**config.mk**
```make
export PLATFORM = sky130hd
export DESIGN_NAME = apb_dri_cmd_initiator
export DESIGN_NICKNAME = d
export VERILOG_FILES = /design/src/rtl/apb_dri_cmd_initiator.sv
export SDC_FILE = /design/constraint.sdc
export NUM_CORES = 1
export LEC_CHECK = 0
export ABC_AREA = 1
export CAP_MARGIN = 20
export CORE_ASPECT_RATIO = 0.7
export CORE_MARGIN = 5
export CORE_UTILIZATION = 45
export DETAILED_ROUTE_END_ITERATION = 6
export HOLD_SLACK_MARGIN = 0.06
export PLACE_DENSITY = 0.85
export SLEW_MARGIN = 10
export SYNTH_ARGS = -nofsm -noshare
export SYNTH_HDL_FRONTEND = slang
export SYNTH_SLANG_ARGS = --single-unit
```
**constraint.sdc**
```tcl
create_clock -name PCLK -period 5.2 [get_ports PCLK]
set_input_delay 0.52 -clock PCLK [delete_from_list [all_inputs] [get_ports PCLK]]
set_output_delay 0.52 -clock PCLK [all_outputs]
set_load 0.02 [all_outputs]
```
**src/rtl/apb_dri_cmd_initiator.sv**
```systemverilog
// Command/response stream to single APB3 transfers for the PF_DRI_C0 target.
// Define APB_DRI_WRITE_VERIFY_EN to add a readback compare after each good write.
module apb_dri_cmd_initiator #(
  parameter int unsigned TIMEOUT_CYCLES = 255
) (
  input  logic        PCLK,
  input  logic        ARST,
  input  logic        cmd_valid,
  output logic        cmd_ready,
  input  logic        cmd_write,
  input  logic [28:0] cmd_addr,
  input  logic [31:0] cmd_wdata,
  input  logic [3:0]  cmd_strb,
  output logic        rsp_valid,
  input  logic        rsp_ready,
  output logic [31:0] rsp_rdata,
  output logic        rsp_err,
  output logic        rsp_timeout,
  output logic        rsp_mismatch,
  output logic        busy,
  output logic        PSEL,
  output logic        PENABLE,
  output logic        PWRITE,
  output logic [28:0] PADDR,
  output logic [31:0] PWDATA,
  output logic [3:0]  PSTRB,
  input  logic [31:0] PRDATA,
  input  logic        PREADY,
  input  logic        PSLVERR
);

  localparam int CW = (TIMEOUT_CYCLES > 0) ?
    $clog2(TIMEOUT_CYCLES + 1) : 1;
  localparam logic [CW-1:0] TO_LIM = CW'(TIMEOUT_CYCLES);

`ifdef APB_DRI_WRITE_VERIFY_EN
  localparam bit VERIFY = 1'b1;
`else
  localparam bit VERIFY = 1'b0;
`endif

  localparam logic [2:0] IDLE    = 3'd0;
  localparam logic [2:0] SETUP   = 3'd1;
  localparam logic [2:0] ACCESS  = 3'd2;
  localparam logic [2:0] VSETUP  = 3'd3;
  localparam logic [2:0] VACCESS = 3'd4;
  localparam logic [2:0] RESP    = 3'd5;

  logic [2:0]    state;
  logic          run_q;
  logic          write_q;
  logic [28:0]   addr_q;
  logic [31:0]   wdata_q;
  logic [3:0]    strb_q;
  logic [CW-1:0] cnt;
  logic [31:0]   rdata_q;
  logic          err_q;
  logic          tmo_q;
  logic          mis_q;
  logic          tmo_hit;
  logic          wphase;
  logic [31:0]   mask;
  logic          diff;

  assign wphase = (state == SETUP) || (state == ACCESS);
  assign mask = {{8{strb_q[3]}}, {8{strb_q[2]}},
                 {8{strb_q[1]}}, {8{strb_q[0]}}};
  assign diff = |((PRDATA ^ wdata_q) & mask);

  // Fires on the cycle that would be the TIMEOUT_CYCLES-th PREADY-low cycle.
  assign tmo_hit = (TIMEOUT_CYCLES != 0) && !PREADY &&
                   ((cnt + CW'(1)) == TO_LIM);

  assign cmd_ready = (state == IDLE) && run_q;
  assign busy      = (state != IDLE);
  assign rsp_valid = (state == RESP);
  assign PSEL      = wphase || (state == VSETUP) ||
                     (state == VACCESS);
  assign PENABLE   = (state == ACCESS) || (state == VACCESS);
  assign PWRITE    = write_q && wphase;
  assign PADDR     = addr_q;
  assign PWDATA    = wdata_q;
  assign PSTRB     = (write_q && wphase) ? strb_q : 4'b0000;
  assign rsp_rdata    = rdata_q;
  assign rsp_err      = err_q;
  assign rsp_timeout  = tmo_q;
  assign rsp_mismatch = mis_q;

  // cmd_ready must stay low until the first edge after reset release.
  always_ff @(posedge PCLK or posedge ARST) begin
    if (ARST) run_q <= 1'b0;
    else      run_q <= 1'b1;
  end

  always_ff @(posedge PCLK or posedge ARST) begin
    if (ARST) begin
      state   <= IDLE;
      write_q <= 1'b0;
      addr_q  <= '0;
      wdata_q <= '0;
      strb_q  <= '0;
      cnt     <= '0;
      rdata_q <= '0;
      err_q   <= 1'b0;
      tmo_q   <= 1'b0;
      mis_q   <= 1'b0;
    end else begin
      unique case (state)
        IDLE: begin
          if (cmd_valid && run_q) begin
            write_q <= cmd_write;
            addr_q  <= cmd_addr;
            wdata_q <= cmd_wdata;
            strb_q  <= cmd_strb;
            rdata_q <= '0;
            err_q   <= 1'b0;
            tmo_q   <= 1'b0;
            mis_q   <= 1'b0;
            cnt     <= '0;
            state   <= SETUP;
          end
        end
        SETUP: state <= ACCESS;
        ACCESS: begin
          if (PREADY) begin
            rdata_q <= write_q ? 32'h0 : PRDATA;
            err_q   <= PSLVERR;
            if (VERIFY && write_q && !PSLVERR) begin
              cnt   <= '0;
              state <= VSETUP;
            end else begin
              state <= RESP;
            end
          end else if (tmo_hit) begin
            err_q <= 1'b1;
            tmo_q <= 1'b1;
            state <= RESP;
          end else if (cnt != '1) begin
            cnt <= cnt + CW'(1);
          end
        end
`ifdef APB_DRI_WRITE_VERIFY_EN
        VSETUP: state <= VACCESS;
        VACCESS: begin
          if (PREADY) begin
            rdata_q <= PRDATA;
            err_q   <= PSLVERR;
            mis_q   <= diff;
            state   <= RESP;
          end else if (tmo_hit) begin
            err_q <= 1'b1;
            tmo_q <= 1'b1;
            state <= RESP;
          end else if (cnt != '1) begin
            cnt <= cnt + CW'(1);
          end
        end
`endif
        RESP: begin
          if (rsp_ready) state <= IDLE;
        end
        default: state <= IDLE;
      endcase
    end
  end

endmodule

```
==> flow_summary.ini, run 1 <==
[sta]
fmax_ghz = 0.320
setup_viol_count_final = 0
clock_skew_ns = 0.00294
timing.final.ws_setup_ns = 2.07
final.setup.tns_ns = 0
maxSlewViolCount = 0
min_period_ns = 3.13
timing.hold.ws_ns = 0.477
slew_headroom_pct = 30.4
tightestPinTransition_ns = 1.04
rsz0062_at_grt = no
post-route-period-util_pct = 60.2
finalHoldViolCount = 0

[power_and_ir_drop]
swShare_pct = 39.1
switchingPower_mw = 1.75
pwr-share-clk_pct = 15.6
combPwrFrac_pct = 50.5
seqPwrFrac_pct = 33.9
p_int_mw = 2.73
ir_worst_vdd_v = 0.000510
cellLeakagePower_nw = 3.04
power_density_nw_per_um2 = 626

[floorplan]
die-area_um2 = 12600
fp.dieW_um = 132
start_util_pct = 45.6
die_h_um = 95.4
io_pins = 210
fp-row-count = 31
core_um2 = 10300

[min_path]
hold_depth = 2
hp-class = reg2reg

[placement]
postPlaceCellArea_um2 = 6840
gp_congestion = 0.876
dp_slack_ns = 2.01
dp_hpwl_um = 9240
port_buffers = 208

[clock_tree]
postCtsHoldBufs = 0
cts.path.max_buffers = 2
htreeDepth = 3
post_cts_buffers = 0
clk_pin_slew_worst_paths_ns = 0.07
cts_buffers = 9
cts_resized = 0
clk_latency_ns = 0.34
cts-root-buf = clkbuf_16
cts_tree = done
cts.sinks = 112

[synth]
ys_seq_area_share_pct = 59.7
yosys_warnings = 0
synth_edf_count = 0
synth_top_area_share_pct = 59.7
async_reset_ff_share_pct = 100
synth_cell_type_count = 29
syn-cell-area_um2 = 4690
ys_seq_elements = 112
syn-num-nets = 535
yosys.area.top_type = dfrtp_1
ys.flop_type = dfrtp_1
avgSynthCellArea_um2 = 10.9
synthCells = 429
synthTopCellsByArea = dfrtp_1, mux2_1, nand2_1

[outcome]
status = finished, final reports clean

[setup_path]
arrival_ns = 2.61
endpoint_kind = primary output
worstSetupPathType = reg2out
cp_top_family = simple AND/OR/NAND/NOR gates
worstSetupStartpointType = register
cp_slowest_cell = nor3_2
path_cells = nor3_2 > inv_2 > nand2_1 > nand2_1 > nor2_1 > clkdlybuf4s50_1
rr_worst_depth = 7
cp.required_ns = 4.68
path_depth = 6
crit_top_cell = nand2_1
cp_num_buf_inv = 2
critPathMaxFanout = 11
critPathMaxStageDelay_ns = 0.63

[global_route]
antenna_found_initial = 0
grt_pass1_vias = 3773
overflow = 0
grt_pass1_wl_um = 19800
grt_max_degree = 72
grt_use_total_pct = 19.6

[layout]
nets = 737
drive_gt1_share_pct = 7.23
most-common-layout-cells = clkdlybuf4s50_1, dfrtp_1, nand2_1
antennaDiodeCount = 0
design_area_um2 = 7160
mostFrequentLayoutCell = clkdlybuf4s50_1
final_core_util_pct = 69.7
n_fill_cell = 729
area_growth_syn_to_layout_pct = 52.6

[drt]
drtIter0Drc = 254
drt-wirelength-per-cell_um = 16.2
ant_nets = 0
avgViaCountPerCell = 4.89
drc = 0
drtPass1Iterations = 4
drt-total-wl_um = 12500
num_vias = 3759

[run]
max_cap_viol_count = 0
-- metrics by stage --
step	total power, mW	cells
CTS	4.53	767
finish	4.48	768
global route	4.76	768
detailed placement	3.81	751
floorplan	2.70	429
global placement	3.73	751
-- kinds of logic after synthesis --
kind of cell    synth area share, %
compound gates                 5.36
xor+xnor                      0.187
fa+ha+maj                     0.533
buf+inv                        4.13
flops                          59.7
mux                            14.9
other cells                   0.160
simple gates                   15.0
-- tightest hold or removal path, delay by kind of cell (launching register included) --
family           cells  cell delay (ns)
AND/OR/NAND/NOR      2             0.09
flip-flops           1             0.35
-- Yosys cell counts (4+ instances only) --
cell / instances
mux2_1: 62
nand2_1: 79
nand2_2: 8
nand3_1: 14
dfrtp_1: 112
a21oi_1: 36
o21ai_1: 6
nor2_2: 7
buf_4: 4
nor2_1: 47
inv_1: 18
buf_2: 14
-- metal layers --
metal  wire length (um)  part of all wire, %  track usage, %  up-vias
li1                   -                    -               -     1798
met1               5390                   43            26.0     1782
met2               5760                   46            30.5      157
met3               1050                  8.4            6.91       22
met4                259                  2.1            5.91        0
met5                  0                    0               0        -
-- flip-flops by register name, summed over array words and instances (netlist names) --
name,count
rsp_err,1
state,3
rsp_timeout,1
strb_q,4
PADDR,29
rsp_rdata,32
write_q,1
cnt,8
run_q,1
PWDATA,32
-- final cells by class --
type | instances | area, um^2 | share of cell area, %
Sequential cell | 112 | 2800 | 39.1
Timing Repair Buffer | 210 | 2100 | 29.4
Multi-Input combinational cell | 277 | 1700 | 23.8
Clock buffer | 9 | 225 | 3.15
Tap cell | 132 | 165 | 2.31
Inverter | 21 | 81.3 | 1.14
Clock inverter | 7 | 77.6 | 1.08
-- path summary, 6_finish.rpt --
path                                  start             to  slack [ns]
worst max-delay path               state[0]       PSTRB[0]        2.07
worst min-delay path            rsp_timeout    rsp_timeout        0.48
worst max register to register     state[0]   rsp_rdata[8]        2.38
worst min register to register  rsp_timeout    rsp_timeout        0.48
max in group asynchronous              ARST  rsp_rdata[16]        3.38
min in group asynchronous              ARST      PADDR[14]        0.68
-- power groups by stage --
| stage | clock network (mW) | logic [mW] | registers, mW |
|---|---|---|---|
| CTS | 0.724 | 2.29 | 1.52 |
| detailed placement | 0 | 2.28 | 1.53 |
| global placement | 0 | 2.22 | 1.51 |
| floorplan | 0 | 0.742 | 1.96 |
| finish | 0.698 | 2.26 | 1.52 |
| global route | 0.758 | 2.43 | 1.57 |
Power figures use the tool's default switching activity.
==> inputs of run 2 (changes only) <==
--- a/config.mk
+++ b/config.mk
@@ -9,10 +9,10 @@
 export CAP_MARGIN = 20
 export CORE_ASPECT_RATIO = 0.7
 export CORE_MARGIN = 5
-export CORE_UTILIZATION = 45
+export CORE_UTILIZATION = 42
 export DETAILED_ROUTE_END_ITERATION = 6
 export HOLD_SLACK_MARGIN = 0.06
-export PLACE_DENSITY = 0.85
+export PLACE_DENSITY = 0.8
 export SLEW_MARGIN = 10
 export SYNTH_ARGS = -nofsm -noshare
 export SYNTH_HDL_FRONTEND = slang
==> constraint.sdc (replaced) <==
create_clock -name PCLK -period 3.24 [get_ports PCLK]
set_input_delay 0.324 -clock PCLK [delete_from_list [all_inputs] [get_ports PCLK]]
set_output_delay 0.324 -clock PCLK [all_outputs]
set_load 0.02 [all_outputs]
==> run 2 against run 1 <==
- wire length is 2.7% higher
- critical path depth is 1 higher
- total power is 60% higher
- global-route usage is 0.35 points lower
- utilization is 3.8 points lower
- sequential power is 59% higher
- design area is 0.89% higher
- clock skew is 0.0055 ns higher
- cell count is 3.5% higher
- register-to-register slack worse by 1.2 ns
- via count is 1.6% higher
- first-iteration DRC count is 37% lower
- largest cell class unchanged
==> flow_summary.ini, run 2 (synthesis gave the netlist of run 1 again) <==
[outcome]
status = finished, final reports clean

[global_route]
grt_use_total_pct = 19.2
overflow = 0
grt_max_degree = 66
antenna_found_initial = 0
grt_pass1_wl_um = 20600
grt_pass1_vias = 4053

[floorplan]
fp.dieW_um = 136
die-area_um2 = 13400
core_um2 = 11000
die_h_um = 98.4
fp-row-count = 32
io_pins = 210
start_util_pct = 42.8

[power_and_ir_drop]
ir_worst_vdd_v = 0.000523
cellLeakagePower_nw = 3.06
switchingPower_mw = 2.84
pwr-share-clk_pct = 15.2
combPwrFrac_pct = 51.1
p_int_mw = 4.35
power.total_mw = 7.19
seqPwrFrac_pct = 33.7
swShare_pct = 39.5
power_density_nw_per_um2 = 995

[layout]
design_area_um2 = 7220
nets = 743
antennaDiodeCount = 0
area_growth_syn_to_layout_pct = 53.9
mostFrequentLayoutCell = clkdlybuf4s50_1
final_core_util_pct = 65.8
most-common-layout-cells = clkdlybuf4s50_1, dfrtp_1, nand2_1
drive_gt1_share_pct = 8.10

[clock_tree]
clk_latency_ns = 0.35
post_cts_buffers = 0
cts.sinks = 112
cts.path.max_buffers = 2
htreeDepth = 3
cts_buffers = 9
cts_tree = done
clk_pin_slew_worst_paths_ns = 0.07
cts-root-buf = clkbuf_16
postCtsHoldBufs = 0
cts_resized = 0

[setup_path]
cp_slowest_cell = clkdlybuf4s50_1
crit_top_cell = nand2_1
cp_top_family = buffers and inverters
critPathMaxStageDelay_ns = 0.61
arrival_ns = 2.17
path_cells = nor3_2 > buf_4 > inv_2 > nand2_1 > nand2_1 > nor2_1 > clkdlybuf4s50_1
worstSetupPathType = reg2out
endpoint_kind = primary output
critPathMaxFanout = 11
cp_num_buf_inv = 3
cp.required_ns = 2.92
worstSetupStartpointType = register

[drt]
drt-total-wl_um = 12800
drc = 0
num_vias = 3820
avgViaCountPerCell = 4.81
ant_nets = 0
drtIter0Drc = 161
drt-wirelength-per-cell_um = 16.1
drtPass1Iterations = 4

[sta]
timing.hold.ws_ns = 0.479
final.setup.tns_ns = 0
maxSlewViolCount = 0
setup_viol_count_final = 0
rsz0062_at_grt = no
clock_skew_ns = 0.00846
min_period_ns = 2.49
post-route-period-util_pct = 76.9
slew_headroom_pct = 47.5
finalHoldViolCount = 0
fmax_ghz = 0.401
tightestPinTransition_ns = 0.788

[placement]
postPlaceCellArea_um2 = 6920
gp_congestion = 0.864
port_buffers = 208
dp_hpwl_um = 9890

[run]
max_cap_viol_count = 0

[min_path]
hp-class = reg2reg
[run 2: cell types whose count changed in the layout (fill, tap and decap cells not counted), sizes merged]
cell,previous run,this run
clkinv,2,4
buf,2,8
bufinv,1,0
clkbuf,9,10
inv,24,22
[run 2: stage by stage]
stage / setup slack, ns / instances
after detailed placement: 1.09 / 779
after floorplan: 1.53 / 429
final: 0.747 / 795
after CTS: 0.723 / 795
after global routing: 0.580 / 795
after global placement: 1.15 / 779
[run 2: final cells by class]
class                           instances  area [um^2]
Fill cell                             830         3750
Sequential cell                       112         2800
Timing Repair Buffer                  216         2140
Multi-Input combinational cell        277         1700
Clock buffer                           10          239
Tap cell                              153          191
Inverter                               21         82.6
Clock inverter                          6         62.6
[run 2: per-layer routing]
| metal | track usage (%) | wire length, um | vias up |
|---|---|---|---|
| met5 | 0 | 0 | - |
| met2 | 32.4 | 6040 | 174 |
| met4 | 4.73 | 177 | 0 |
| li1 | - | - | 1818 |
| met1 | 22.6 | 5050 | 1807 |
| met3 | 8.62 | 1540 | 21 |
[run 2: final timing paths]
kind                          start             to  slack [ns]  cells past startpoint
min in group asynchronous      ARST  rsp_rdata[26]        0.51                      3
max in group asynchronous      ARST      PWDATA[7]        2.13                      3
max                        state[0]       PSTRB[0]        0.75                      7
min                         rsp_err        rsp_err        0.48                      2
max reg2reg                state[0]     PWDATA[17]        1.21                      6
min reg2reg                 rsp_err        rsp_err        0.48                      2
[run 2: power groups by stage]
stage	Combinational [mW]	Clock (mW)	Sequential (mW)
global placement	3.62	0	2.42
detailed placement	3.70	0	2.44
finish	3.67	1.09	2.42
global route	3.95	1.18	2.51
floorplan	1.19	0	3.15
CTS	3.72	1.13	2.42
[run 2: worst register-to-register path, delay by kind of cell (launching register included)]
family | cells | cell delay [ns]
flip-flops | 1 | 0.44
buffers and inverters | 1 | 0.38
multiplexers | 1 | 0.36
AND/OR/NAND/NOR | 4 | 0.74
